==> config.mk <==
export PLATFORM = sky130hd
export DESIGN_NAME = uart_rx_core
export DESIGN_NICKNAME = d
export VERILOG_FILES = /design/src/rtl/uart_rx_core.sv
export SDC_FILE = /design/constraint.sdc
export NUM_CORES = 1
export LEC_CHECK = 0
export BUFFER_PORTS_ARGS = -buffer_cell sky130_fd_sc_hd__buf_4
export CORE_MARGIN = 3
export CORE_UTILIZATION = 52
export DETAILED_ROUTE_END_ITERATION = 16
export PLACE_DENSITY = 0.82
export SYNTH_ARGS = -nofsm -noshare
export SYNTH_HDL_FRONTEND = slang
export SYNTH_SLANG_ARGS = --single-unit
==> constraint.sdc <==
create_clock -name clk -period 1.7 [get_ports clk]
set_clock_uncertainty 0.05 [all_clocks]
set_input_delay 0.255 -clock clk [delete_from_list [all_inputs] [get_ports clk]]
set_output_delay 0.255 -clock clk [all_outputs]
set_load 0.1 [all_outputs]
==> src/rtl/uart_rx_core.sv <==
// UART receiver core: 16x-oversampled start/data/parity/stop recovery with
// 2-of-3 mid-bit majority voting, break handling and per-frame error flags.
module uart_rx_core #(
  parameter int DATA_BITS   = 8,
  parameter int SYNC_STAGES = 2
) (
  input  logic                 clk,
  input  logic                 rst,
  input  logic                 tick_16,
  input  logic                 rx,
  input  logic                 parity_en,
  input  logic                 parity_odd,
  output logic [DATA_BITS-1:0] data,
  output logic                 data_valid,
  output logic                 parity_err,
  output logic                 frame_err,
  output logic                 busy
);

  // state      | meaning
  // IDLE       | line idle, waiting for a low rx_s on a tick
  // START      | validating the start bit (glitch rejection at count 9)
  // DATA       | shifting in DATA_BITS data bits, LSB first
  // PARITY     | sampling and checking the parity bit
  // STOP       | sampling the stop bit, early exit at count 9
  // BREAK_WAIT | line held low after a bad stop bit, wait for high
  typedef enum logic [2:0] {
    IDLE       = 3'd0,
    START      = 3'd1,
    DATA       = 3'd2,
    PARITY     = 3'd3,
    STOP       = 3'd4,
    BREAK_WAIT = 3'd5
  } state_t;

  localparam logic [2:0] LAST_BIT = 3'(DATA_BITS - 1);

  state_t                 state, state_nxt;
  logic [SYNC_STAGES-1:0] sync;
  logic                   rx_s;
  logic [3:0]             tick_cnt;
  logic [2:0]             bit_cnt;
  logic                   s7, s8, maj_bit, maj_now;
  logic [DATA_BITS-1:0]   shreg;
  logic                   par_en_l, par_odd_l, par_err_int;
  logic                   at_mid, at_end;
  logic                   cnt_clr, bit_clr, shift_en, par_calc, frame_done, latch_cfg;

  always_ff @(posedge clk or posedge rst) begin
    if (rst) sync <= '1;
    else     sync <= {sync[SYNC_STAGES-2:0], rx};
  end

  assign rx_s    = sync[SYNC_STAGES-1];
  assign at_mid  = (tick_cnt == 4'd9);
  assign at_end  = (tick_cnt == 4'd15);
  // third vote is the live count-9 sample, so decisions at count 9 need no extra cycle
  assign maj_now = (s7 & s8) | (s7 & rx_s) | (s8 & rx_s);
  assign busy    = (state != IDLE);

  always_ff @(posedge clk or posedge rst) begin
    if (rst) state <= IDLE;
    else     state <= state_nxt;
  end

  always_comb begin
    state_nxt  = state;
    cnt_clr    = 1'b0;
    bit_clr    = 1'b0;
    shift_en   = 1'b0;
    par_calc   = 1'b0;
    frame_done = 1'b0;
    latch_cfg  = 1'b0;
    if (tick_16) begin
      case (state)
        IDLE: begin
          cnt_clr = 1'b1;
          if (!rx_s) begin
            state_nxt = START;
            latch_cfg = 1'b1;
          end
        end
        START: begin
          if (at_mid && maj_now) begin
            state_nxt = IDLE;
            cnt_clr   = 1'b1;
          end else if (at_end) begin
            state_nxt = DATA;
            bit_clr   = 1'b1;
          end
        end
        DATA: begin
          if (at_end) begin
            shift_en = 1'b1;
            if (bit_cnt == LAST_BIT) state_nxt = par_en_l ? PARITY : STOP;
          end
        end
        PARITY: begin
          if (at_end) begin
            par_calc  = 1'b1;
            state_nxt = STOP;
          end
        end
        STOP: begin
          if (at_mid) begin
            frame_done = 1'b1;
            cnt_clr    = 1'b1;
            state_nxt  = maj_now ? IDLE : BREAK_WAIT;
          end
        end
        BREAK_WAIT: begin
          cnt_clr = 1'b1;
          if (rx_s) state_nxt = IDLE;
        end
        default: state_nxt = IDLE;
      endcase
    end
  end

  always_ff @(posedge clk or posedge rst) begin
    if (rst) begin
      tick_cnt    <= 4'd0;
      bit_cnt     <= 3'd0;
      s7          <= 1'b1;
      s8          <= 1'b1;
      maj_bit     <= 1'b1;
      shreg       <= '0;
      par_en_l    <= 1'b0;
      par_odd_l   <= 1'b0;
      par_err_int <= 1'b0;
      data        <= '0;
      data_valid  <= 1'b0;
      parity_err  <= 1'b0;
      frame_err   <= 1'b0;
    end else begin
      data_valid <= 1'b0;
      if (tick_16) begin
        tick_cnt <= cnt_clr ? 4'd0 : tick_cnt + 4'd1;
        if (tick_cnt == 4'd7) s7 <= rx_s;
        if (tick_cnt == 4'd8) s8 <= rx_s;
        if (at_mid)           maj_bit <= maj_now;
      end
      if (latch_cfg) begin
        par_en_l    <= parity_en;
        par_odd_l   <= parity_odd;
        par_err_int <= 1'b0;
      end
      if (bit_clr) bit_cnt <= 3'd0;
      if (shift_en) begin
        shreg   <= {maj_bit, shreg[DATA_BITS-1:1]};
        bit_cnt <= bit_cnt + 3'd1;
      end
      if (par_calc) par_err_int <= ((^shreg) ^ maj_bit) != par_odd_l;
      if (frame_done) begin
        data_valid <= 1'b1;
        data       <= shreg;
        parity_err <= par_en_l & par_err_int;
        frame_err  <= ~maj_now;
      end
    end
  end

endmodule

After elaboration in Yosys (flattened, before gate mapping)

Cells that the tools add are included.

Register bits: 37
Bits of input ports: 6

Add/sub/neg operators: 2
Equality and inequality tests: 18
Multiplexer cells: 34
Bitwise operators: 8
Reductions and logical operators: 11

Operator list:

| cell                                           | count |
|---|---|
| 2-to-1 mux 3 bit                               | 12 |
| 2-to-1 mux 1 bit                               | 19 |
| case mux 3 bit (6 select lines)                | 1 |
| == test 4 bit (second input constant)          | 3 |
| != test 2 bit (second input constant)          | 6 |
| == test 3 bit (second input constant)          | 3 |
| AND reduction 8 bit                            | 1 |
| parity 8 bit                                   | 1 |
| == test 3 x 2 -> 1 bit (second input constant) | 2 |
| AND reduction 2 bit                            | 3 |
| adder 4 x 1 -> 4 bit (second input constant)   | 1 |
| bitwise AND 1 bit                              | 4 |
| == test 4 x 3 -> 1 bit (second input constant) | 1 |
| 2-to-1 mux 4 bit                               | 1 |
| nonzero test 2 bit                             | 2 |
| adder 3 x 1 -> 3 bit (second input constant)   | 1 |
| == test 3 x 1 -> 1 bit (second input constant) | 1 |
| zero test 3 bit                                | 1 |
| != test 3 bit (second input constant)          | 1 |
| case mux 1 bit (3 select lines)                | 1 |
| nonzero test 3 bit                             | 1 |
| bitwise OR 1 bit                               | 2 |
| OR reduction 2 bit                             | 1 |
| logical AND 1 bit                              | 1 |
| 3 further kinds                                | 3 |

Logic depth before layout (Yosys ltp)

Gate-level depths: netlist of run 1.

Depth in word-level cells: 9
Mapped depth: 8
Mapped depth without buffers: 6

Worst setup path before layout of run 1

Ideal clock, no wire load.

Kind: reg-to-reg
Start point: register state[2]
End point: register par_en_l
Setup time: 0.125 ns
Arrival: 1.781 ns
Required time: 1.525 ns
Setup slack: -0.256 ns
Stages on the path, launching flop included: 5
Cell sequence: dfrtp_1 > buf_6 > or3_4 > or3b_4 > mux2_4

Longest elaborated chain between the ends: 3

Ends and longest elaborated chain:

| element                  | RTL line | source |
|---|---|---|
| start: declaration       | 38       | `state_t state, state_nxt;` |
| start signal: assignment | 63       | `else state <= state_nxt;` |
| zero test 3 bit          | 75       | `case (state)` |
| 2-to-1 mux 1 bit         | 75       |  |
| 2-to-1 mux 1 bit         | 74       | `if (tick_16) begin` |
| end signal: assignment   | 144      | `par_en_l <= parity_en;` |
| end: declaration         | 45       | `logic par_en_l, par_odd_l, par_err_int;` |

Every way passes these cells.
A chain may end at the register's enable or synchronous reset.

Worst setup path in the final report of run 1

Start point: register sync[1]
End point: register state[1]

Longest elaborated chain between the ends: 6
Elaborated cells on any way between the ends: 11
Classes of those cells: 3 x eq/ne; 2 x mux; 4 x bitwise; 2 x reduce/logical

Ends and longest elaborated chain:

| element                                                                                        | RTL line | source |
|---|---|---|
| start: declaration                                                                             | 39       | `logic [SYNC_STAGES-1:0] sync;` |
| start signal: assignment                                                                       | 51       | `else sync <= {sync[SYNC_STAGES-2:0], rx};` |
| bitwise AND 1 bit                                                                              | 58       | `assign maj_now = (s7 & s8) \| (s7 & rx_s) \| (s8 & rx_s);` |
| bitwise OR 1 bit (2 in series)                                                                 | 58       |  |
| logical AND 1 bit                                                                              | 84       | `if (at_mid && maj_now) begin` |
| != test 3 bit (no source line) / 2-to-1 mux 3 bit (equally long branches)                      | n/a      |  |
| AND reduction 8 bit (no source line) / case mux 3 bit (6 select lines) (equally long branches) | n/a      |  |

Several ways; a longest one is shown, not always the timed one.

==> out/metrics.yaml, run 1 <==
setup_path:
  worst-r2r-cell-count: 4
  cell_by_cell_trace_of_the_critical_path: "maj3_2 -> nand3b_1 -> a2111oi_4 -> mux2_2"
  critPathCaptureType: "flop"
  path_max_fanout: 6
  timing.critical_path.slowest_stage_cell: "sky130_fd_sc_hd__dfstp_2"
  worstSetupPathType: "reg2reg"
  worst_path_largest_cell_delay_ns: 0.58
  critical-path-top-delay-family: "flip-flops"
  reg2reg_to: "state[1]$_DFFE_PP0P_"
  critPathBufInv: 0
  critical_path_required_ns: 1.89
  cp.depth: 4
  ff2ff_setup_slack_ns: -0.25
  worst_ep_arrival_time_ns: 2.14
  timing.critical_path.to: "state[1]$_DFFE_PP0P_"
  reg2reg_from: "sync[1]$_DFF_PP1_"
  timing.critical_path.from_type: "flop"
  critPathLaunch: "sync[1]$_DFF_PP1_"
global_routing:
  via_count_of_the_first_global_routing_pass: 1308
  globalRouteOverflowTotal: 0
  groute.usage.overall_pct: 18.3
  grt_max_degree: 38
  grt_pass1_wl_um: 5910
  antenna_violations_before_repair: 0
power:
  power.combinational.fraction_pct: 43.2
  sequentialPowerShare_pct: 36.7
  power.switching_mw: 1.09
  power_leakage_nw: 1.18
  sw_frac_of_total_pct: 34.0
  intPower_mw: 2.11
  ir_worst_vdd_v: 0.000730
  power-per-cell-area_mw_per_mm2: 1340
  power.clock.fraction_pct: 20.1
  total_power_mw: 3.21
placement:
  routability_congestion_estimate: 0.929
  dp.cells: 225
  port_buffers: 17
  placedInstanceArea_mm2: 0.00222
  detailed_place_hpwl_um: 2560
layout:
  antenna_cells_inserted: 0
  final_net_count: 204
  fillers: 227
  area_growth_pct: 27.6
  layout.cells.non_filler: 240
  layout.cell_area.non_filler_mm2: 0.00239
  drive_gt1_share_pct: 50.0
drt:
  via_per_instance_ratio: 5.43
  post-route-drc-count: 0
  drt_pre_antenna_iters: 4
  postRouteAntennaNets: 0
  dr.first_iter.drc_count: 61
  drt-total-wl_um: 3750
  wire_per_inst_um: 15.6
  route.vias.total: 1302
timing:
  grt_setup_unrepaired: "true"
  hold_viol_final: 0
  setup_violations: 30
  layout_setup_ws_ns: -0.255
  highest_achievable_clock_rate_ghz: 0.512
  period_share_pct: 115
  tns_ns: -2.59
  final.min_clock_period_ns: 1.95
  worst_slew_margin_rel_pct: 70.2
  actual_slew_at_the_worst_max_slew_pin_ns: 0.446
  finalMaxSlewViolations: 0
yosys:
  cell_with_the_most_instances_after_synthesis: "sky130_fd_sc_hd__dfrtp_1"
  syn-mean-instance-area_um2: 13.0
  synth_edf_count: 0
  ys_top_cells_by_area: "sky130_fd_sc_hd__dfrtp_1, sky130_fd_sc_hd__mux2_2, sky130_fd_sc_hd__dfstp_2"
  yosysSeqAreaShare_pct: 49.8
  synth_area_mm2: 0.00187
  number_of_storage_elements_in_the_synthesis_netlist: 37
  largest_area_contributor_in_the_netlist: "sky130_fd_sc_hd__dfrtp_1"
  mappedNetlistNets: 155
  synthDominantCellAreaShare_pct: 42.8
  postSynth.topFlopCell: "sky130_fd_sc_hd__dfrtp_1"
  netlist-cell-type-count: 44
  synth.top_cells.by_count: "sky130_fd_sc_hd__dfrtp_1, sky130_fd_sc_hd__mux2_2, sky130_fd_sc_hd__nand2_1, sky130_fd_sc_hd__mux2_4, sky130_fd_sc_hd__xnor2_1"
  post_synth_inst_count: 144
  synth_async_sr_flop_share_pct: 100
  yosysWarnings: 0
clocking:
  cts_buffers: 5
  cts.htree.levels: 2
  tritoncts_clock_tree: "yes"
  clockRootBuffer: "sky130_fd_sc_hd__clkbuf_4"
  path_clk_slew_ns: 0.11
  tritoncts_num_sinks: 37
  worstSkewPairLatency_ns: 0.35
  cts-root-to-sink-buffers: 2
die:
  dieArea_mm2: 0.00435
  num_rows: 21
  die-height_um: 66.0
  initial_utilization_pct: 55.2
  die_w_um: 66.0
  io_pins: 18
  core_area_mm2: 0.00339
status:
  result_of_the_run: "finished, violations left"
  failed_checks: "negative setup slack"
worst_hold_path:
  hold_path_depth: 2
  hold_path.class: "in2reg"
run:
  maxCapViolCount: 0
stage by stage:
stage	worst slack (ns)	utilization, %	hold WS [ns]
final	-0.255	70.4	0.0809
after floorplan	-0.228	-	0.209
after global routing	-0.318	70.4	0.0678
after detailed placement	-0.213	65.4	0.306
after CTS	-0.226	69.8	0.0651
after global placement	-0.130	65.4	0.305
layout by cell type (no fill, tap or decap), types with 3 or more instances in the layout:
| master | count |
|---|---|
| sky130_fd_sc_hd__nor3_1 | 3 |
| sky130_fd_sc_hd__xor2_1 | 3 |
| sky130_fd_sc_hd__buf_4 | 46 |
| sky130_fd_sc_hd__clkbuf_4 | 5 |
| sky130_fd_sc_hd__inv_1 | 4 |
| sky130_fd_sc_hd__a21oi_1 | 3 |
| sky130_fd_sc_hd__nand2_1 | 8 |
| sky130_fd_sc_hd__nand4b_1 | 3 |
| sky130_fd_sc_hd__ha_1 | 4 |
| sky130_fd_sc_hd__dfstp_2 | 5 |
| sky130_fd_sc_hd__o21ai_0 | 3 |
| sky130_fd_sc_hd__mux2_2 | 15 |
| sky130_fd_sc_hd__xnor2_1 | 6 |
| sky130_fd_sc_hd__mux2_4 | 9 |
| sky130_fd_sc_hd__dfrtp_1 | 31 |
worst reg2reg max path: stages, from the launching register on:
cell and delay, ns:
sky130_fd_sc_hd__dfstp_2 0.58, sky130_fd_sc_hd__maj3_2 0.25, sky130_fd_sc_hd__nand3b_1 0.15, sky130_fd_sc_hd__a2111oi_4 0.43, sky130_fd_sc_hd__mux2_2 0.39
cells by family after synthesis:
group	after synthesis	share of synthesized area, %
muxes	26	16.9
DFF	37	49.8
buffers and inverters	14	4.95
and+or+nand+nor	34	11.8
AOI/OAI and AO/OA	17	7.09
xor gates and xnor gates	10	5.42
adders and majority gates	6	3.95
worst min-delay path by stage:
stage,end,slack [ns],from
finish,par_odd_l$_DFFE_PP0P_,0.08,parity_odd
global route,par_odd_l$_DFFE_PP0P_,0.07,parity_odd
CTS,par_odd_l$_DFFE_PP0P_,0.07,parity_odd
detailed placement,sync[1]$_DFF_PP1_,0.31,sync[0]$_DFF_PP1_
global placement,sync[1]$_DFF_PP1_,0.30,sync[0]$_DFF_PP1_
floorplan,sync[0]$_DFF_PP1_,0.21,rx
area by class of cell:
| cell class | instances | area [µm²] | area share, % |
|---|---|---|---|
| clock buffers | 6 | 51.3 | 2.15 |
| well taps | 46 | 57.6 | 2.41 |
| inverters | 5 | 18.8 | 0.786 |
| clock inverters | 2 | 37.5 | 1.57 |
| multi-input cells | 93 | 872 | 36.5 |
| repair buffers | 51 | 417 | 17.5 |
| flip-flops and latches | 37 | 933 | 39.1 |
flip-flops by register name (all words and copies together), names as in the netlist:
signal,count
s8,1
s7,1
bit_cnt,3
par_err_int,1
shreg,8
sync,2
maj_bit,1
data,8
data_valid,1
state,3
frame_err,1
tick_cnt,4
parity_err,1
par_en_l,1
par_odd_l,1
layer usage:
| layer | vias up | routed length, µm | global-route usage [%] |
|---|---|---|---|
| met5 | - | 0 | 0 |
| met4 | 0 | 133 | 10.2 |
| met3 | 15 | 136 | 4.42 |
| met2 | 32 | 1860 | 31.0 |
| met1 | 646 | 1620 | 21.2 |
| li1 | 609 | - | - |
what timing repair did:
item | in CTS | in global routing
setup buffers | 3 | 2
hold buffers | 2 | 0
endpoints found under the setup margin | 27 | 31
pin swaps | 3 | 4
resized for setup | 7 | 2
endpoints found under the hold margin | 33 | 0
power by group through the flow:
stage	logic (mW)	clock network (mW)	registers, mW
after floorplan	0.870	0	1.15
after global placement	1.18	0	1.18
after detailed placement	1.23	0	1.19
after CTS	1.33	0.667	1.17
after global routing	1.48	0.695	1.20
final	1.38	0.645	1.18
(Power assumes the default switching activity.)
==> run 2, diff against run 1 <==
--- a/config.mk
+++ b/config.mk
@@ -6,8 +6,10 @@
 export NUM_CORES = 1
 export LEC_CHECK = 0
 export BUFFER_PORTS_ARGS = -buffer_cell sky130_fd_sc_hd__buf_4
+export CELL_PAD_IN_SITES_DETAIL_PLACEMENT = 1
+export CELL_PAD_IN_SITES_GLOBAL_PLACEMENT = 2
 export CORE_MARGIN = 3
-export CORE_UTILIZATION = 52
+export CORE_UTILIZATION = 36
 export DETAILED_ROUTE_END_ITERATION = 16
 export PLACE_DENSITY = 0.82
 export SYNTH_ARGS = -nofsm -noshare
==> out/metrics.yaml, run 2 (synthesis gave the netlist of run 1 again) <==
clocking:
  clockRootBuffer: "sky130_fd_sc_hd__clkbuf_8"
  path_clk_slew_ns: 0.08  # -0.03 ns
  worstSkewPairLatency_ns: 0.29  # -0.06 ns
  cts_hold_buf: 0  # -2
  cts.htree.levels: 2  # unchanged
  cts_buffers: 5  # unchanged
  tritoncts_clock_tree: "yes"
  tritoncts_num_sinks: 37  # unchanged
  cts-root-to-sink-buffers: 2  # unchanged
status:
  failed_checks: "negative setup slack"
  result_of_the_run: "finished, violations left"
setup_path:
  critical_path_required_ns: 1.87  # -0.02 ns
  worstSetupPathType: "reg2reg"
  path_max_fanout: 4  # -2
  worst_ep_arrival_time_ns: 2.08  # -0.06 ns
  timing.critical_path.from_type: "flop"
  critPathCaptureType: "flop"
  ff2ff_setup_slack_ns: -0.22  # +0.04 ns
placement:
  port_buffers: 17  # unchanged
  detailed_place_hpwl_um: 3100  # +21%
  preCtsSetupSlack_ns: -0.259  # -0.0463 ns
  routability_congestion_estimate: 0.861  # -7.3%
layout:
  drive_gt1_share_pct: 57.6  # +7.6 points
  reg_top3: "data x8, shreg x8, tick_cnt x4"
  antenna_cells_inserted: 0  # unchanged
  most-common-layout-cells: "sky130_fd_sc_hd__buf_4, sky130_fd_sc_hd__dfrtp_1, sky130_fd_sc_hd__mux2_4"
  final_net_count: 213  # +4.4%
  area_growth_pct: 35.9
  commonest_non_fill_non_tap_cell_in_the_layout: "sky130_fd_sc_hd__buf_4"
timing:
  period_share_pct: 113  # -2.2 points
  actual_slew_at_the_worst_max_slew_pin_ns: 0.468  # +0.0218 ns
  layout_setup_ws_ns: -0.217  # +0.0377 ns
  highest_achievable_clock_rate_ghz: 0.522  # +2.0%
  setup_violations: 26  # -13%
  finalMaxSlewViolations: 0  # unchanged
  worst_slew_margin_rel_pct: 68.8  # -1.5 points
  grt_setup_unrepaired: "true"
  final.min_clock_period_ns: 1.92  # -0.0377 ns
  hold_viol_final: 0  # unchanged
drt:
  drt_pre_antenna_iters: 4  # unchanged
  drt-total-wl_um: 4760  # +27%
  postRouteAntennaNets: 0  # unchanged
  route.vias.total: 1350  # +3.7%
  post-route-drc-count: 0  # unchanged
  dr.first_iter.drc_count: 41  # -33%
  wire_per_inst_um: 17.6  # +13%
  via_per_instance_ratio: 5.00  # -7.8%
die:
  core_area_mm2: 0.00488  # +44%
  initial_utilization_pct: 38.3  # -17 points
  die-height_um: 78.1  # +18%
  num_rows: 25  # +19%
  die_w_um: 78.1  # +18%
  dieArea_mm2: 0.00610  # +40%
  io_pins: 18  # unchanged
global_routing:
  globalRouteOverflowTotal: 0  # unchanged
  antenna_violations_before_repair: 0  # unchanged
  via_count_of_the_first_global_routing_pass: 1468  # +12%
  grt_pass1_wl_um: 7930  # +34%
  groute.usage.overall_pct: 17.0  # -1.3 points
  grt_max_degree: 38  # unchanged
worst_hold_path:
  hold_path.class: "in2async"
run:
  maxCapViolCount: 0  # unchanged
power:
  ir_worst_vdd_v: 0.000746  # +2.1%
  power_leakage_nw: 1.23  # +4.1%
  power-per-cell-area_mw_per_mm2: 1340  # -0.44%
  total_power_mw: 3.40  # +6.0%
-- run 2: cell count changes in the layout (fill, tap and decap cells not counted), moves of 4 or more --
cell                       before  now
sky130_fd_sc_hd__mux2_2        15    6
sky130_fd_sc_hd__mux2_4         9   18
sky130_fd_sc_hd__clkbuf_4       5    0
sky130_fd_sc_hd__buf_4         46   56
sky130_fd_sc_hd__clkbuf_8       1    5
-- run 2: where the power goes --
| part | switching, mW | leakage [nW] | internal [mW] |
|---|---|---|---|
| combinational | 0.735 | 0.706 | 0.830 |
| clock | 0.334 | 0.0439 | 0.283 |
| sequential | 0.174 | 0.483 | 1.04 |
-- run 2: final timing paths --
| check | start | endpoint | cells after the start |
|---|---|---|---|
| worst max-delay path | s8$_DFFE_PP1P_ | state[0]$_DFFE_PP0P_ | 5 |
| worst min-delay path | rst | shreg[7]$_DFFE_PP0P_ | 3 |
| worst max register to register | s8$_DFFE_PP1P_ | state[0]$_DFFE_PP0P_ | 5 |
| worst min register to register | sync[0]$_DFF_PP1_ | sync[1]$_DFF_PP1_ | 0 |
| max in group asynchronous | rst | tick_cnt[3]$_DFFE_PP0P_ | 3 |
| min in group clk | rx | sync[0]$_DFF_PP1_ | 1 |
-- run 2: critical path: stages (launching register included) --
cell and delay [ns]:
sky130_fd_sc_hd__dfstp_2 0.56, sky130_fd_sc_hd__maj3_2 0.25, sky130_fd_sc_hd__nand3b_1 0.14, sky130_fd_sc_hd__a2111oi_4 0.45
sky130_fd_sc_hd__buf_4 0.20, sky130_fd_sc_hd__mux2i_2 0.19
-- run 2: repair_timing --
item | CTS | global route
buffers inserted | 7 | 4
gates cloned | 1 | 1
gates resized for setup | 22 | 10
pin swaps | 7 | 6
setup endpoints to repair | 30 | 31
-- run 2: per-layer routing --
layer,track usage [%],vias up,routed length (µm)
li1,-,622,-
met1,22.0,705,2080
met2,28.2,17,2480
met3,3.56,6,116
met4,6.12,0,83
met5,0,-,0
-- run 2: cell type report --
class | count | area, µm²
clock inverter | 3 | 17.5
fill | 550 | 2340
sequential | 37 | 936
clock buffer | 5 | 68.8
timing repair buffer | 59 | 454
tap | 67 | 83.8
multi-input combinational | 94 | 962
inverter | 5 | 18.8
-- run 2: stage by stage --
step	TNS [ns]	hold WS, ns	area [µm²]	instances	util [%]
finish	-2.39	0.0184	2540	270	52.1
global route	-3.94	0.0162	2540	270	52.1
CTS	-2.23	0.0209	2490	266	51.1
detailed placement	-2.85	0.297	2270	250	46.6
global placement	-1.42	0.300	2270	250	46.6
floorplan	-1.41	0.209	1890	144	-
